===== src/rtl/beta_fetch_queue.sv =====
// Beta instruction fetch unit: single-outstanding imem requester feeding a DEPTH-entry prefetch FIFO.
// Optional macro BETA_FETCH_SUPERVISOR_EN treats PC bit 31 as the supervisor bit.
module beta_fetch_queue #(
  parameter int unsigned DEPTH     = 4,
  parameter logic [31:0] RESET_VEC = 32'h0000_0000,
  parameter logic [31:0] ILLOP_VEC = 32'h0000_0004,
  parameter logic [31:0] XADR_VEC  = 32'h0000_0008
) (
  input  logic                     clk,
  input  logic                     reset_n,
  input  logic                     redir_valid,
  input  logic [2:0]               pcsel,
  input  logic [31:0]              c_rel_addr,
  input  logic [31:0]              jt,
  input  logic [31:0]              mem_wait_addr,
  output logic                     imem_req_valid,
  input  logic                     imem_req_ready,
  output logic [31:0]              imem_addr,
  input  logic                     imem_rsp_valid,
  input  logic [31:0]              imem_rsp_data,
  output logic                     ir_valid,
  input  logic                     ir_ready,
  output logic [31:0]              ir_out,
  output logic [31:0]              pc_plus4,
  output logic [$clog2(DEPTH):0]   count
);
  localparam int AW = $clog2(DEPTH);

  typedef struct packed {
    logic [31:0] pc4;
    logic [31:0] ir;
  } entry_t;

  entry_t          q [DEPTH];
  logic [AW-1:0]   rd_ptr, wr_ptr;
  logic [AW:0]     cnt;
  logic [31:0]     fetch_pc, req_pc, target;
  logic            outstanding, drop;
  logic            redir, req_fire, rsp_fire, push, pop;

  function automatic logic [31:0] inc4(input logic [31:0] a);
`ifdef BETA_FETCH_SUPERVISOR_EN
    return {a[31], a[30:0] + 31'd4};
`else
    return a + 32'd4;
`endif
  endfunction

  // pcsel 0 never reaches here as a redirect; 3, 6 and 7 all trap to ILLOP
  always_comb begin
    target = ILLOP_VEC;
`ifdef BETA_FETCH_SUPERVISOR_EN
    target = {1'b1, ILLOP_VEC[30:0]};
    case (pcsel)
      3'd1:    target = {fetch_pc[31], c_rel_addr[30:0]};
      3'd2:    target = {jt[31] & fetch_pc[31], jt[30:0]};
      3'd4:    target = {1'b1, XADR_VEC[30:0]};
      3'd5:    target = mem_wait_addr;
      default: target = {1'b1, ILLOP_VEC[30:0]};
    endcase
`else
    case (pcsel)
      3'd1:    target = c_rel_addr;
      3'd2:    target = jt;
      3'd4:    target = XADR_VEC;
      3'd5:    target = mem_wait_addr;
      default: target = ILLOP_VEC;
    endcase
`endif
  end

  assign redir          = redir_valid & (pcsel != 3'd0);
  assign imem_addr      = fetch_pc;
  assign imem_req_valid = reset_n & ~redir_valid & ~outstanding & (cnt < (AW+1)'(DEPTH));
  assign req_fire       = imem_req_valid & imem_req_ready;
  assign rsp_fire       = imem_rsp_valid & outstanding;
  // A pcsel=0 redirect is a no-op, so a response arriving with it is still kept
  assign push           = rsp_fire & ~drop & ~redir;
  assign pop            = ir_valid & ir_ready & ~redir;

  assign count    = cnt;
  assign ir_valid = (cnt != '0);
  assign ir_out   = ir_valid ? q[rd_ptr].ir  : 32'h0;
  assign pc_plus4 = ir_valid ? q[rd_ptr].pc4 : 32'h0;

  always_ff @(posedge clk) begin
    if (!reset_n) begin
      fetch_pc    <= RESET_VEC;
      req_pc      <= 32'h0;
      outstanding <= 1'b0;
      drop        <= 1'b0;
      cnt         <= '0;
      rd_ptr      <= '0;
      wr_ptr      <= '0;
    end else if (redir) begin
      fetch_pc <= target;
      cnt      <= '0;
      rd_ptr   <= '0;
      wr_ptr   <= '0;
      if (rsp_fire) begin
        outstanding <= 1'b0;
        drop        <= 1'b0;
      end else if (outstanding) begin
        drop <= 1'b1;
      end
    end else begin
      if (req_fire) begin
        req_pc      <= fetch_pc;
        fetch_pc    <= inc4(fetch_pc);
        outstanding <= 1'b1;
      end
      if (rsp_fire) begin
        outstanding <= 1'b0;
        drop        <= 1'b0;
      end
      if (push) wr_ptr <= wr_ptr + 1'b1;
      if (pop)  rd_ptr <= rd_ptr + 1'b1;
      cnt <= cnt + (AW+1)'(push) - (AW+1)'(pop);
    end
  end

  // Storage needs no reset; ir_valid gates everything read from it
  always_ff @(posedge clk) begin
    if (reset_n && push) q[wr_ptr] <= '{pc4: inc4(req_pc), ir: imem_rsp_data};
  end
endmodule

===== config.mk =====
export PLATFORM = sky130hd
export DESIGN_NAME = beta_fetch_queue
export DESIGN_NICKNAME = d
export VERILOG_FILES = /design/src/rtl/beta_fetch_queue.sv
export SDC_FILE = /design/constraint.sdc
export NUM_CORES = 1
export LEC_CHECK = 0
export BUFFER_PORTS_ARGS = -buffer_cell sky130_fd_sc_hd__buf_2
export CORE_MARGIN = 1.5
export CORE_UTILIZATION = 45
export DETAILED_ROUTE_END_ITERATION = 7
export HOLD_SLACK_MARGIN = 0.1
export PLACE_DENSITY_LB_ADDON = 0.12
export SKIP_LAST_GASP = 1
export SYNTH_ARGS = -nofsm -noshare
export SYNTH_HDL_FRONTEND = slang
export SYNTH_SLANG_ARGS = --single-unit

===== constraint.sdc =====
create_clock -name clk -period 5 [get_ports clk]
set_input_delay 0.25 -clock clk [delete_from_list [all_inputs] [get_ports clk]]
set_output_delay 0.25 -clock clk [all_outputs]
set_load 0.1 [all_outputs]

==> results_dict.tcl <==
set metrics [dict create \
    synth_cell_types 67 \
    final-setup-viol-count 0 \
    cts_buffer_depth 3 \
    placedCellCount 1625 \
    synth_flop_cell "edfxtp_1" \
    slowest_delay_ns 0.94 \
    grt_pass1_wl_um 54530 \
    crit_path_max_fanout 33 \
    die_area_um2 33240 \
    seqCellArea_um2 9194 \
    drt_iter0_markers 635 \
    drt_pass1_iterations 4 \
    synth_area_per_cell_um2 13.89 \
    multiInputGateArea_um2 4926 \
    finalSetupTns_ns 0 \
    path_cells "buf_4 > mux4_2 > and2_1 > buf_2" \
    initial_core_util_pct 45.73 \
    ys_seq_elements 331 \
    min_period_ns 2.995 \
    mostFrequentLayoutCells "256 x edfxtp_1, 237 x buf_2, 111 x nand2_1" \
    tightest_slew_ns 1.068 \
    grt_max_degree 67 \
    syn2layout_area_growth_pct 21.50 \
    p_leak_uw 0.006373 \
    antenna_cells 0 \
    fin_util_pct 55.57 \
    min_path_type "in2reg" \
    final_common_cell "edfxtp_1" \
    vias_per_cell 5.514 \
    die-height_um 182.3 \
    clkSlewWorstSetupHoldPaths_ns 0.06 \
    cp-start-kind "flop" \
    outcome "completed" \
    grt_pass1_vias 9522 \
    numCtsBuffers 36 \
    final.period_utilization_pct 59.89 \
    cts_tree "built" \
    die-width_um 182.3 \
    drc_errors 0 \
    grt_overflow 0 \
    antenna_found_initial 0 \
    drive_gt1_share_pct 29.71 \
    insertion_delay_ns 0.52 \
    antenna_left 0 \
    vias 9529 \
    io_buffers 237 \
    htreeDepth 2 \
    grt_usage_pct 21.35 \
    synthesis.nets 1188 \
    clock_sinks 331 \
    critical_path_required_ns 4.75 \
    critPathCaptureType "output port" \
    powerDensity_nw_per_um2 342.0 \
    postCtsSetupRepairBufs 0 \
    rows 65 \
    peakVddDrop_mv 0.1801 \
    fmax_ghz 0.3339 \
    core_area_um2 31640 \
    layoutNonFillerInstCount 1728 \
    finClkSkew_ns 0.02549 \
    arrival_ns 2.74 \
    routed_wl_um 34780 \
    rsz0062_at_grt "false" \
    ys_warn_count 0 \
    max_cap_violations 0 \
    synth_enable_flop_cells 256 \
    root_buffer "clkbuf_16" \
    wire_per_inst_um 20.13 \
    crit_family "flip-flops" \
    cpMaxStageDelayCell "dfxtp_2" \
    criticalPathCategory "reg2out" \
    syn_area_um2 14470 \
    seq_area_frac_synth_pct 63.51 \
    nFillCells 2625 \
    postSynthCellCount 1042 \
    critPathBufInv 2 \
    gp_congestion 0.8698 \
    async_flop_share_pct 0 \
    maxSlewHeadroom_pct 28.81 \
    fin_nets 1445 \
    maxSlewViolCount 0 \
    hpwl_um 23280 \
    ioPinCount 238 \
    hold_viol_final 0 \
]
[cell usage after synthesis (all sizes together) (3+ instances only)]
master / instances / share of area (%)
a21oi: 58 / 2.0
a221oi: 5 / 0.35
a22o: 7 / 0.43
a22oi: 30 / 1.6
a31oi: 7 / 0.30
a32oi: 4 / 0.24
and2: 75 / 3.3
and3: 9 / 0.40
and4: 12 / 0.73
buf: 35 / 1.3
clkbuf: 35 / 0.91
dfxtp: 75 / 10
edfxtp: 256 / 53
ha: 8 / 0.69
inv: 12 / 0.31
mux4: 64 / 10
nand2: 112 / 3.0
nand2b: 3 / 0.13
nand3: 25 / 0.86
nand3b: 4 / 0.21
nand4: 18 / 0.97
nor2: 35 / 0.91
nor2b: 4 / 0.17
nor3: 14 / 0.52
nor4: 6 / 0.45
o211a: 6 / 0.42
o21ai: 42 / 1.5
o22ai: 10 / 0.43
or3: 4 / 0.21
xnor2: 32 / 1.9
xor2: 8 / 0.48
[state kept, by name (all words and copies together), names as in the netlist, named ones only]
signal and flops:
drop 1, imem_addr 32, count 3, q 256, req_pc 32, wr_ptr 2, rd_ptr 2, outstanding 1
[final cells by class]
cell class	instances	area share (%)
sequential	331	52.30
multi-input combinational	629	28.02
timing repair buffer	289	9.722
clock buffer	46	5.701
tap	402	2.861
clock inverter	19	1.139
inverter	12	0.2562
[path summary, 6_finish.rpt]
kind	from	endpoint	slack [ns]	cells past startpoint
min	mem_wait_addr[0]	imem_addr[0]	0.12	5
min reg2reg	req_pc[31]	req_pc[31]	0.48	2
max reg2reg	count[2]	imem_addr[2]	2.48	6
max	flop	pc_plus4[0]	2.01	4
[stage by stage]
stage          instance area [um2]  total power [uW]  hold WS [ns]  setup WS [ns]
2_1_floorplan                14470              3271        0.3489          1.610
3_3_place_gp                 16000              3395        0.4577          1.843
3_5_place_dp                 16000              3397        0.4705          1.769
4_1_cts                      17580              6080        0.1091          1.935
5_1_grt                      17580              6215        0.1553          1.837
6_report                     17580              6013        0.1250          2.005
[worst reg2reg max path: stages, from the launching register on]
cell and delay [ns]:
dfxtp_1 0.38, nor4b_4 0.64, and2_2 0.25, buf_4 0.38, nor2_1 0.34, a221oi_1 0.35, nor2_1 0.06
[cell families (layout without fill, tap and decap cells)]
group / count (synthesis) / in the layout / synth area share (%)
AOI/OAI and AO/OA: 188 / 188 / 8.336
xor gates and xnor gates: 40 / 40 / 2.421
adders and majority gates: 9 / 9 / 0.8302
buffers and inverters: 82 / 366 / 2.560
DFF: 331 / 331 / 63.51
muxes: 65 / 65 / 10.03
and+or+nand+nor: 327 / 327 / 12.31
[metal layers]
layer | global-route usage [%] | up-vias | share of wire [%]
li1 | - | 4516 | -
met3 | 3.832 | 47 | 5.9
met1 | 29.05 | 4624 | 44
met5 | 0 | - | 0
met2 | 35.31 | 342 | 47
met4 | 6.116 | 0 | 2.2
[what timing repair did]
action,in CTS,in global routing
gates resized for setup,0,0
hold buffers,38,0
endpoints found under the hold margin,136,0
[power breakdown]
part	internal [uW]	switching (uW)
sequential	2960	23.6
clock	1620	1020
combinational	120	262
total	4700	1310
(Power assumes the default switching activity.)
